===== config.mk =====
export PLATFORM = sky130hd
export DESIGN_NAME = ahb_lite_cmd_master
export DESIGN_NICKNAME = d
export VERILOG_FILES = /design/src/rtl/ahb_lite_cmd_master.sv
export SDC_FILE = /design/constraint.sdc
export NUM_CORES = 1
export LEC_CHECK = 0
export ABC_AREA = 1
export BUFFER_PORTS_ARGS = -buffer_cell sky130_fd_sc_hd__buf_2
export CORE_AREA = 2 2 160 162
export CTS_CLUSTER_DIAMETER = 80
export DETAILED_ROUTE_END_ITERATION = 7
export DIE_AREA = 0 0 162 164
export HOLD_SLACK_MARGIN = 0.12
export PLACE_DENSITY = 0.48
export SETUP_SLACK_MARGIN = 0.4
export SLEW_MARGIN = 10
export SYNTH_ARGS = -nofsm -noshare
export SYNTH_HDL_FRONTEND = slang
export SYNTH_SLANG_ARGS = --single-unit

===== constraint.sdc =====
create_clock -name HCLK -period 1.67 [get_ports HCLK]
set_input_delay 0.334 -clock HCLK [delete_from_list [all_inputs] [get_ports HCLK]]
set_output_delay 0.334 -clock HCLK [all_outputs]
set_load 0.05 [all_outputs]

===== src/rtl/ahb_lite_cmd_master.sv =====
// AHB-Lite single-master initiator: valid/ready commands in, pipelined NONSEQ transfers out.
// Optional data-phase stall watchdog on hang_irq when AHB_MST_TIMEOUT_EN is defined.
module ahb_lite_cmd_master #(
    parameter int TIMEOUT_CYCLES = 1024
) (
    input  logic        HCLK,
    input  logic        HRESETn,
    input  logic        cmd_valid,
    output logic        cmd_ready,
    input  logic        cmd_write,
    input  logic [31:0] cmd_addr,
    input  logic [1:0]  cmd_size,
    input  logic [31:0] cmd_wdata,
    output logic        rsp_valid,
    output logic [31:0] rsp_rdata,
    output logic        rsp_err,
    output logic [31:0] HADDR,
    output logic [1:0]  HTRANS,
    output logic        HWRITE,
    output logic [2:0]  HSIZE,
    output logic [2:0]  HBURST,
    output logic [3:0]  HPROT,
    output logic [31:0] HWDATA,
    input  logic        HREADY,
    input  logic        HRESP,
    input  logic [31:0] HRDATA,
    output logic        hang_irq
);

    localparam logic [1:0] TRANS_IDLE   = 2'b00;
    localparam logic [1:0] TRANS_NONSEQ = 2'b10;

    function automatic logic [1:0] norm_size(input logic [1:0] sz);
        return (sz == 2'd3) ? 2'd2 : sz;
    endfunction

    function automatic logic [31:0] align_addr(input logic [31:0] a, input logic [1:0] sz);
        logic [31:0] r;
        case (sz)
            2'd0:    r = a;
            2'd1:    r = {a[31:1], 1'b0};
            default: r = {a[31:2], 2'b00};
        endcase
        return r;
    endfunction

    function automatic logic [31:0] lane_replicate(input logic [31:0] d, input logic [1:0] sz);
        logic [31:0] r;
        case (sz)
            2'd0:    r = {4{d[7:0]}};
            2'd1:    r = {2{d[15:0]}};
            default: r = d;
        endcase
        return r;
    endfunction

    function automatic logic [31:0] lane_extract(input logic [31:0] rd, input logic [1:0] lo,
                                                 input logic [1:0] sz);
        logic [31:0] r;
        case (sz)
            2'd0: begin
                case (lo)
                    2'd0:    r = {24'h000000, rd[7:0]};
                    2'd1:    r = {24'h000000, rd[15:8]};
                    2'd2:    r = {24'h000000, rd[23:16]};
                    default: r = {24'h000000, rd[31:24]};
                endcase
            end
            2'd1:    r = lo[1] ? {16'h0000, rd[31:16]} : {16'h0000, rd[15:0]};
            default: r = rd;
        endcase
        return r;
    endfunction

    logic        a_full_r;
    logic [31:0] a_addr_r;
    logic        a_write_r;
    logic [1:0]  a_size_r;
    logic [31:0] a_wdata_r;
    logic        d_full_r;
    logic        d_write_r;
    logic [1:0]  d_size_r;
    logic [1:0]  d_lo_r;
    logic [31:0] hwdata_r;
    logic        err_hold_r;
    logic        rsp_valid_r;
    logic [31:0] rsp_rdata_r;
    logic        rsp_err_r;

    logic err_mask_s;
    logic addr_go_s;
    logic data_go_s;
    logic cmd_ready_s;
    logic cmd_fire_s;

    // The mask covers both ERROR cycles so the queued address phase is withdrawn from the bus.
    assign err_mask_s  = (d_full_r & HRESP & ~HREADY) | err_hold_r;
    assign addr_go_s   = a_full_r & ~err_mask_s & HREADY;
    assign data_go_s   = d_full_r & HREADY;
    assign cmd_ready_s = ~a_full_r | (HREADY & ~err_mask_s);
    assign cmd_fire_s  = cmd_valid & cmd_ready_s;

    assign cmd_ready = cmd_ready_s;
    assign HTRANS    = (a_full_r & ~err_mask_s) ? TRANS_NONSEQ : TRANS_IDLE;
    assign HADDR     = a_addr_r;
    assign HWRITE    = a_write_r;
    assign HSIZE     = {1'b0, a_size_r};
    assign HBURST    = 3'b000;
    assign HPROT     = 4'b0011;
    assign HWDATA    = hwdata_r;
    assign rsp_valid = rsp_valid_r;
    assign rsp_rdata = rsp_rdata_r;
    assign rsp_err   = rsp_err_r;

    // Address-phase register: refills from the command port, empties when its phase completes.
    always_ff @(posedge HCLK or negedge HRESETn) begin
        if (!HRESETn) begin
            a_full_r  <= 1'b0;
            a_addr_r  <= 32'h00000000;
            a_write_r <= 1'b0;
            a_size_r  <= 2'd0;
            a_wdata_r <= 32'h00000000;
        end else if (cmd_fire_s) begin
            a_full_r  <= 1'b1;
            a_addr_r  <= align_addr(cmd_addr, norm_size(cmd_size));
            a_write_r <= cmd_write;
            a_size_r  <= norm_size(cmd_size);
            a_wdata_r <= cmd_wdata;
        end else if (addr_go_s) begin
            a_full_r <= 1'b0;
        end
    end

    // Data-phase register plus the one-cycle ERROR hold flop.
    always_ff @(posedge HCLK or negedge HRESETn) begin
        if (!HRESETn) begin
            d_full_r   <= 1'b0;
            d_write_r  <= 1'b0;
            d_size_r   <= 2'd0;
            d_lo_r     <= 2'd0;
            hwdata_r   <= 32'h00000000;
            err_hold_r <= 1'b0;
        end else begin
            err_hold_r <= d_full_r & HRESP & ~HREADY;
            if (addr_go_s) begin
                d_full_r  <= 1'b1;
                d_write_r <= a_write_r;
                d_size_r  <= a_size_r;
                d_lo_r    <= a_addr_r[1:0];
                hwdata_r  <= lane_replicate(a_wdata_r, a_size_r);
            end else if (data_go_s) begin
                d_full_r <= 1'b0;
            end
        end
    end

    // Response pulse registered on the edge that completes the data phase.
    always_ff @(posedge HCLK or negedge HRESETn) begin
        if (!HRESETn) begin
            rsp_valid_r <= 1'b0;
            rsp_rdata_r <= 32'h00000000;
            rsp_err_r   <= 1'b0;
        end else begin
            rsp_valid_r <= data_go_s;
            rsp_err_r   <= data_go_s & HRESP;
            rsp_rdata_r <= (data_go_s & ~d_write_r) ? lane_extract(HRDATA, d_lo_r, d_size_r)
                                                    : 32'h00000000;
        end
    end

`ifdef AHB_MST_TIMEOUT_EN
    localparam int CW = $clog2(TIMEOUT_CYCLES) + 1;
    localparam logic [CW-1:0] LIMIT = CW'(TIMEOUT_CYCLES);

    logic [CW-1:0] stall_cnt_r;
    logic [CW-1:0] stall_cnt_s;
    logic          hang_irq_r;

    // Consecutive stalled data-phase cycles, saturating at the limit.
    always_comb begin
        stall_cnt_s = stall_cnt_r;
        if (HREADY) begin
            stall_cnt_s = '0;
        end else if (d_full_r && (stall_cnt_r != LIMIT)) begin
            stall_cnt_s = stall_cnt_r + 1'b1;
        end else begin
            stall_cnt_s = stall_cnt_r;
        end
    end

    // Watchdog flag follows the saturated count and drops when the stall ends.
    always_ff @(posedge HCLK or negedge HRESETn) begin
        if (!HRESETn) begin
            stall_cnt_r <= '0;
            hang_irq_r  <= 1'b0;
        end else begin
            stall_cnt_r <= stall_cnt_s;
            hang_irq_r  <= ~HREADY & (stall_cnt_s == LIMIT);
        end
    end

    assign hang_irq = hang_irq_r;
`else
    assign hang_irq = 1'b0;
`endif

endmodule


* Word level (Yosys, flattened, before mapping)
Index checks and enable logic that the tools add are counted.
** Operators by class
- Multiplexer cells :: 12
- Eq/ne operators :: 6
- Reduce and logical (&&, ||, !) cells :: 6
- Bitwise logic cells :: 15
** Operators by type and width (count)
- case mux 32 bit (2 select lines) :: 2
- 2-to-1 mux 32 bit :: 1
- case mux 8 bit (3 select lines) :: 1
- 2-to-1 mux 16 bit :: 1
- AND 1 bit :: 9
- equality test 2 x 1 -> 1 bit, second input constant :: 4
- logical NOT 2 bit :: 4
- equality test 2 bit, second input constant :: 2
- 2-to-1 mux 1 bit :: 4
- 2-to-1 mux 2 bit :: 2
- inverter 1 bit :: 4
- case mux 2 bit (2 select lines) :: 1
- nonzero test 2 bit :: 2
- bitwise OR 1 bit :: 2
** Word-level totals
- Output and inout bits :: 113
- Word-level logic and storage cells :: 53
- Bits of input ports :: 104
- Flip-flop bits (word level) :: 141

* Logic depth before layout (Yosys ltp)
Gate-level depths: netlist of run 1.
- Depth in word-level cells :: 8
- Gate-level depth with buffers :: 9
- Mapped depth without buffers :: 7

* Worst setup path before layout of run 1
No wires, ideal clock.
- Path kind :: register -> output
- From :: register a_full_r
- To :: output HTRANS[1]
- Data required time :: 1.336 ns
- Slack :: -0.187 ns
- Buffers on the path :: 0
- Cell stages (with the launch flop) :: 3
- Data arrival time :: 1.523 ns
- Cell sequence :: dfrtp_1 -> inv_1 -> nor3_1
** On the way
- Cells in the longest elaborated chain, start to end :: 2
** RTL lines
- start, declared :: RTL line 75 : logic a_full_r;
- start signal, assigned :: RTL line 118 : a_full_r <= 1'b0;
- start signal, assigned :: RTL line 124 : a_full_r <= 1'b1;
- start signal, assigned :: RTL line 130 : a_full_r <= 1'b0;
- AND 1 bit :: RTL line 104 : assign HTRANS = (a_full_r & ~err_mask_s) ? TRANS_NONSEQ : TRANS_IDLE;
- 2-to-1 mux 2 bit :: RTL line 104
- end, declared :: RTL line 18 : output logic [1:0] HTRANS,
No other way between the ends.

* Final worst setup path of run 1
- From :: register d_full_r
- To :: output HTRANS[1]
** On the way
- Cells in the longest elaborated chain, start to end :: 6
** RTL lines
- start, declared :: RTL line 80 : logic d_full_r;
- start signal, assigned :: RTL line 137 : d_full_r <= 1'b0;
- start signal, assigned :: RTL line 146 : d_full_r <= 1'b1;
- start signal, assigned :: RTL line 152 : d_full_r <= 1'b0;
- AND 1 bit (2 in series) :: RTL line 97 : assign err_mask_s = (d_full_r & HRESP & ~HREADY) | err_hold_r;
- bitwise OR 1 bit :: RTL line 97
- inverter 1 bit :: RTL line 104
- AND 1 bit :: RTL line 104
- 2-to-1 mux 2 bit :: RTL line 104
No other way between the ends.

==> results of run 1 <==
-- routing by layer --
layer | GRT usage [%] | share of wire, % | up-vias
met5 | 0 | 0.056 | -
met4 | 3.90 | 1.6 | 2
met3 | 4.17 | 5.3 | 28
met2 | 25.0 | 49 | 159
met1 | 19.7 | 44 | 2884
li1 | - | - | 2886
-- cells in the final DEF, fill, tap and decap left out, types with 23 or more instances in the layout --
| cell | Yosys | final |
|---|---|---|
| sky130_fd_sc_hd__nand2_1 | 326 | 198 |
| sky130_fd_sc_hd__dfrtp_1 | 141 | 135 |
| sky130_fd_sc_hd__buf_6 | 0 | 122 |
| sky130_fd_sc_hd__buf_2 | 12 | 102 |
| sky130_fd_sc_hd__nand2_2 | 0 | 84 |
| sky130_fd_sc_hd__dlygate4sd3_1 | 0 | 52 |
| sky130_fd_sc_hd__nand2_4 | 1 | 44 |
| sky130_fd_sc_hd__buf_4 | 20 | 42 |
| sky130_fd_sc_hd__nor2_1 | 43 | 40 |
| sky130_fd_sc_hd__clkbuf_16 | 0 | 30 |
| sky130_fd_sc_hd__inv_1 | 32 | 28 |
| sky130_fd_sc_hd__o21ai_1 | 4 | 26 |
| sky130_fd_sc_hd__o21ai_2 | 0 | 26 |
| sky130_fd_sc_hd__buf_12 | 0 | 23 |
-- registers in the layout (all words and copies together) (netlist names) --
signal / cells
d_size_r: 2
d_lo_r: 2
HWRITE: 1
err_hold_r: 1
a_size_r: 2
d_write_r: 1
HADDR: 32
a_wdata_r: 32
rsp_valid: 1
d_full_r: 1
a_full_r: 1
HWDATA: 32
rsp_rdata: 32
rsp_err: 1
-- cell families after synthesis --
family / count (synthesis)
compound gates: 76
other cells: 2
simple gates: 401
buf+inv: 80
flops: 141
-- synth_stat cells, drive strengths merged, types with 2 or more instances --
cell type,instances
inv,35
a21oi,8
clkbuf,11
clkinv,2
nand2,327
conb,2
buf,32
nor2,46
o21ai,68
dfrtp,141
nor3,2
nand3,24
-- worst paths after layout --
check | endpoint | start | depth (start not counted)
setup / recovery | HTRANS[1] | d_full_r | 4
hold / removal | a_wdata_r[6] | cmd_wdata[6] | 3
setup reg to reg | HADDR[1] | err_hold_r | 9
hold reg to reg | a_wdata_r[17] | a_wdata_r[17] | 2
max in group asynchronous | err_hold_r | HRESETn | 3
min in group asynchronous | HWDATA[2] | HRESETn | 2
-- worst max-delay path: stages (launching register included) --
cell and delay, ns:
sky130_fd_sc_hd__dfrtp_1 0.39, sky130_fd_sc_hd__inv_2 0.08, sky130_fd_sc_hd__nor3_4 0.05, sky130_fd_sc_hd__nor3_4 0.12, sky130_fd_sc_hd__buf_6 0.18
-- final cells by class --
cell class	instances	area share, %
antenna	1	0.0219
tap	330	3.61
timing repair buffer	370	33.7
clock buffer	20	4.08
multi-input combinational	487	24.7
clock inverter	11	0.940
timing repair inverter	5	0.557
sequential	141	30.9
inverter	37	1.50
-- metrics by stage --
step	total power (W)	util [%]
2_1_floorplan	0.00724	-
3_3_place_gp	0.00838	29.6
3_5_place_dp	0.00840	29.6
4_1_cts	0.0135	39.4
5_1_grt	0.0154	46.1
6_report	0.0147	46.1
-- power groups by stage --
| stage | logic [W] | registers, W | clock network (W) |
|---|---|---|---|
| 2_1_floorplan | 0.00125 | 0.00598 | 0 |
| 3_3_place_gp | 0.00391 | 0.00447 | 0 |
| 3_5_place_dp | 0.00393 | 0.00447 | 0 |
| 4_1_cts | 0.00509 | 0.00453 | 0.00385 |
| 5_1_grt | 0.00669 | 0.00468 | 0.00399 |
| 6_report | 0.00631 | 0.00461 | 0.00375 |
-- timing repair --
item,in CTS,in global routing
hold buffers,52,0
endpoints found under the setup margin,206,222
buffers inserted,27,42
hold endpoints to repair,192,0
cloned,10,19
pin swaps,3,75
resized for setup,263,291
==> results.rst, run 1 <==
.. list-table::
   :header-rows: 1

   * - Metric
     - Value
   * - Total via count in the routed design
     - 5959
   * - Flop-to-flop setup slack
     - 0.12 ns
   * - Core Area
     - 24800 µm²
   * - WL per Instance
     - 16.5 µm
   * - FMAX
     - around 640 MHz
   * - Global router's overall resource usage
     - roughly 15%
   * - EDFF count, synth
     - 0
   * - Clock Power Share
     - between 20% and 30%
   * - Post-synth cell types
     - 22
   * - Fraction of post-synthesis cell area in the top cell type by area
     - ~60%
   * - Starting utilization of the core area
     - 23.7%
   * - Type of element launching the critical path
     - flop
   * - Clock tree buffer depth
     - 2
   * - H-Tree Level Count
     - 4
   * - Root buf cell
     - sky130_fd_sc_hd__clkbuf_16
   * - 1st-pass router iterations
     - 4
   * - Switching power
     - roughly 0.0058 W
   * - Horiz. Die Dim
     - 162 µm
   * - Number of antenna violations at the first check in global routing
     - 2
   * - Final standard cell count with taps included and fillers excluded
     - 1402
   * - Post-synthesis average cell area
     - 8.41 µm²
   * - Hold Fails Final Rpt
     - 0
   * - Post-detailed-route DRC marker count
     - 0
   * - Max-slew violation count
     - 0
   * - Crit path max fanout
     - 2
   * - Number of warning messages in the yosys log
     - 0
   * - Max IR drop VDD
     - around 0.58 mV
   * - Leftover overflow at the end of global routing
     - 0
   * - Fraction of synthesis flops using an asynchronous set or reset pin
     - 100%
   * - CTS tree
     - yes
   * - Minimum clock period after layout
     - approximately 1.6 ns
   * - Flip-flop and latch count after synthesis
     - between 100 and 150
   * - Synthesized-area fraction occupied by and/or/nand/nor cells
     - 26.6%
   * - Ports placed on the boundary
     - 217
   * - Area post-placement
     - between 7000 and 8000 µm²
   * - Cell types with the largest area share after synthesis
     - sky130_fd_sc_hd__dfrtp_1, sky130_fd_sc_hd__nand2_1, sky130_fd_sc_hd__o21ai_0
   * - Net switching fraction of the power
     - 39.5%
   * - Int Power
     - roughly 0.0089 W
   * - Via count of the first global-routing pass
     - 5698
   * - Comb power frac
     - 43.0%
   * - Kind of end point of the critical path
     - output pin
   * - Netlist area before placement
     - 5890 µm²
   * - Share of post-route cells with drive strength above 1
     - 51.9%
   * - Instance count after placement with tap cells included
     - roughly 1200
   * - Clock edge transition at the registers on the reported setup and hold paths
     - 0.06 ns
   * - Tightest Hold Check Type
     - in -> reg
   * - Classification of the worst setup path
     - reg -> out
   * - Share of the clock period used by the worst path after layout
     - 93.7%
   * - Die area
     - 26600 µm²
   * - Hold slack
     - between 0.1 and 0.15 ns
   * - Post-route cell area
     - 11400 µm²
   * - Global-route wire length before repair
     - a little over 30000 µm
   * - Top flip-flop cell by instance count after synthesis
     - sky130_fd_sc_hd__dfrtp_1
   * - Number of DRC violations after detailed-routing iteration 0
     - 233
   * - Required time of the worst setup path
     - 1.34 ns
   * - Filler cell count
     - 2358
   * - Synthesized-area fraction occupied by xor and xnor cells
     - 0%
   * - Portion of total power attributed to sequential cells
     - 31.4%
   * - Setup ws final
     - around 0.11 ns
   * - Overall die height
     - ~160 µm
   * - Number of buffers created by CTS
     - 17
   * - Half-perimeter wire length of the detailed placement result
     - 12800 µm
   * - Total number of placement rows
     - 58
   * - Largest net degree at the start of global routing
     - 57
   * - Most area-hungry cell type in the Yosys netlist
     - sky130_fd_sc_hd__dfrtp_1
   * - Insertion delay to the later sink of the worst-skew pair
     - 0.42 ns
   * - Post-detailed-route count of antenna-violating nets
     - 0
   * - Final clock skew
     - 0.0105 ns
   * - Vias per cell
     - approximately 4.3
   * - Power per cell area
     - 1280 nW/µm²
   * - Overall routed net length
     - about 23000 µm
   * - Port Buffers
     - 206
   * - Sequential standard cell area
     - 3540 µm²
   * - Part of the Yosys area used for sequential elements
     - 59.9%
   * - Minimum setup slack after placement
     - 0.188 ns
   * - Number of sinks handled by clock tree synthesis
     - 141
   * - Crit path arrival time
     - 1.23 ns
   * - Pleak
     - 5.83 nW
   * - Portion of netlist area occupied by mux cells
     - 0%
   * - Maxcap violations
     - 0
   * - Status
     - finished, final reports clean
   * - Compound-cell area share of the yosys netlist
     - 6.65%
   * - Footprint of the multi-input gates
     - roughly 2800 µm²
   * - Setup repair after global routing missed its margin
     - true
   * - Syn Inst Count
     - 700
   * - Weighted congestion at the end of routability-driven global placement
     - 0.787
   * - Dominant combinational cell family by area after synthesis
     - simple AND/OR/NAND/NOR gates
   * - Relative area change from synthesis to final layout
     - 94.4%
   * - Post-synthesis adder-cell area fraction
     - 0%
   * - Final setup vio count
     - 0
   * - Number of nets in the layout
     - 1163
   * - Total negative setup slack
     - 0 ns
No activity file was read; power rests on OpenSTA's default activity.
==> run 2: changes to the inputs <==
- GPL_TIMING_DRIVEN: unset -> 0
==> run 2 against run 1 <==
First-iteration DRC count decreased by 15%. Clock skew increased by 0.0019 ns. Highest routed layer unchanged. Largest cell class unchanged. Via count increased by 0.49%. Critical path depth unchanged.
==> results.rst, run 2 (synthesis results as in run 1) <==
.. list-table::
   :header-rows: 1

   * - Metric
     - Value
   * - Status
     - finished, final reports clean
   * - Flop-to-flop setup slack
     - 0.20 ns
   * - R2r startpoint
     - err_hold_r
   * - Number of buffers created by CTS
     - 17
   * - Minimum setup slack after placement
     - 0.160 ns
   * - Via count of the first global-routing pass
     - roughly 6000
   * - End of the worst register-to-register path
     - a_size_r[0]
   * - Global router's overall resource usage
     - between 15 and 20%
   * - CTS tree
     - yes
   * - FMAX
     - 640 MHz
   * - Relative area change from synthesis to final layout
     - 96.2%
   * - Number of sinks handled by clock tree synthesis
     - 141
   * - Final setup vio count
     - 0
   * - Leading cell types in the layout, fill and taps excluded
     - sky130_fd_sc_hd__nand2_1, sky130_fd_sc_hd__dfrtp_1, sky130_fd_sc_hd__buf_6
   * - Setup repair after global routing missed its margin
     - true
   * - Final clock skew
     - 0.0124 ns
   * - Number of nets in the layout
     - around 1200
   * - Minimum clock period after layout
     - 1.56 ns
   * - Crit path max fanout
     - 2
   * - Crit path arrival time
     - 1.23 ns
   * - Classification of the worst setup path
     - reg -> out
   * - Power per cell area
     - between 1000 and 1500 nW/µm²
   * - Net switching fraction of the power
     - 38.9%
   * - Hold Fails Final Rpt
     - 0
   * - Weighted congestion at the end of routability-driven global placement
     - between 0.7 and 0.8
   * - Vias per cell
     - 4.19
   * - Ports placed on the boundary
     - around 220
   * - Overall routed net length
     - 22500 µm
   * - Total via count in the routed design
     - roughly 6000
   * - Required time of the worst setup path
     - 1.34 ns
   * - Pleak
     - 5.96 nW
   * - Power after layout
     - 0.0150 W
   * - Clock edge transition at the registers on the reported setup and hold paths
     - ~0.060 ns
   * - WL per Instance
     - 15.7 µm
   * - Clock tree buffer depth
     - 2
   * - Starting utilization of the core area
     - 23.7%
   * - Switching power
     - 0.00583 W
   * - Number of antenna diodes
     - 0
   * - Max-slew violation count
     - 0
   * - Area post-placement
     - 7470 µm²
   * - Post-route cell area
     - 11600 µm²
   * - Total number of placement rows
     - 58
   * - Horiz. Die Dim
     - between 150 and 200 µm
   * - Most common library cell in the layout ignoring fill and taps
     - sky130_fd_sc_hd__nand2_1
   * - Share of post-route cells with drive strength above 1
     - 54.0%
   * - Share of the clock period used by the worst path after layout
     - 93.6%
   * - Filler cell count
     - 2372
   * - Tightest Hold Check Type
     - in -> reg
   * - Hold Path Depth
     - 3
   * - Number of DRC violations after detailed-routing iteration 0
     - 198
   * - Core Area
     - between 20000 and 25000 µm²
   * - Crit. Startpoint
     - d_full_r
   * - Half-perimeter wire length of the detailed placement result
     - between 10000 and 15000 µm
   * - Overall die height
     - 164 µm
   * - Leftover overflow at the end of global routing
     - 0
   * - Setup ws final
     - 0.107 ns
   * - Die area
     - roughly 27000 µm²
   * - Worst Min Path Start
     - cmd_wdata[13]
   * - Total negative setup slack
     - 0 ns
   * - Int Power
     - between 0.009 and 0.01 W
   * - Number of antenna violations at the first check in global routing
     - 1
   * - Clock Power Share
     - 26.6%
   * - Insertion delay to the later sink of the worst-skew pair
     - 0.43 ns
   * - Port Buffers
     - 206
   * - H-Tree Level Count
     - 4
   * - Max IR drop VDD
     - a little under 0.7 mV
   * - 1st-pass router iterations
     - 4
   * - Largest net degree at the start of global routing
     - 97
   * - Type of element launching the critical path
     - flop
   * - Root buf cell
     - sky130_fd_sc_hd__clkbuf_16
   * - Maxcap violations
     - 0
   * - Kind of end point of the critical path
     - output pin
   * - Hold Path End
     - a_wdata_r[13]
   * - Portion of total power attributed to sequential cells
     - 30.4%
   * - Global-route wire length before repair
     - around 32000 µm
   * - Comb power frac
     - 43.0%
   * - Post-detailed-route count of antenna-violating nets
     - 0
   * - Post-detailed-route DRC marker count
     - 0
   * - R2R depth
     - 8
==> run 2: repair_timing <==
action,CTS,global route
pin swaps,20,54
endpoints found under the hold margin,100,1
gates cloned,9,12
hold buffers,56,1
gates resized for setup,360,250
setup buffers,38,37
setup endpoints to repair,230,334
==> run 2: power groups by stage <==
stage | Combinational, W | Clock [W] | Sequential, W
3_5_place_dp | 0.00402 | 0 | 0.00445
6_report | 0.00645 | 0.00398 | 0.00456
2_1_floorplan | 0.00125 | 0 | 0.00598
4_1_cts | 0.00544 | 0.00408 | 0.00451
3_3_place_gp | 0.00399 | 0 | 0.00445
5_1_grt | 0.00686 | 0.00424 | 0.00462
==> run 2: worst max-delay path by stage <==
stage                               to  slack [ns]  cells past startpoint
final                        HTRANS[1]        0.11                      4
after global routing         HTRANS[1]        0.04                      4
after CTS                    HTRANS[1]        0.08                      4
after detailed placement  rsp_rdata[2]        0.16                      7
after global placement     a_size_r[1]       -2.23                      1
after floorplan               HADDR[1]        0.31                      5
==> run 2: worst max-delay path, cell delays in order (launching register included) <==
cell	delay [ns]
sky130_fd_sc_hd__dfrtp_1	0.39
sky130_fd_sc_hd__inv_2	0.08
sky130_fd_sc_hd__nor3_4	0.04
sky130_fd_sc_hd__nor3_4	0.11
sky130_fd_sc_hd__buf_6	0.18
==> run 2: metal layers <==
layer,track usage [%],vias to the layer above,wire length (µm)
li1,-,2939,-
met1,20.6,2830,9820
met2,25.8,180,11000
met3,4.24,37,1100
met4,6.32,2,591
met5,0,-,16
==> run 2: layout make-up <==
| type | count | area, µm² | share of cell area, % |
|---|---|---|---|
| Clock buffer | 18 | 439 | 3.80 |
| Buffer | 43 | 542 | 4.69 |
| Inverter | 37 | 171 | 1.48 |
| Timing Repair inverter | 2 | 37.5 | 0.325 |
| Tap cell | 330 | 413 | 3.57 |
| Clock inverter | 13 | 166 | 1.44 |
| Multi-Input combinational cell | 487 | 2850 | 24.7 |
| Sequential cell | 141 | 3530 | 30.6 |
| Timing Repair Buffer | 358 | 3400 | 29.4 |
==> run 2: metrics by stage <==
stage | instances | hold WS [ns] | util (%)
floorplan | 708 | 0.0384 | -
finish | 1429 | 0.129 | 46.5
detailed placement | 1245 | 0.262 | 30.1
global route | 1429 | 0.124 | 46.5
CTS | 1379 | 0.120 | 41.0
global placement | 1244 | 0.459 | 29.9
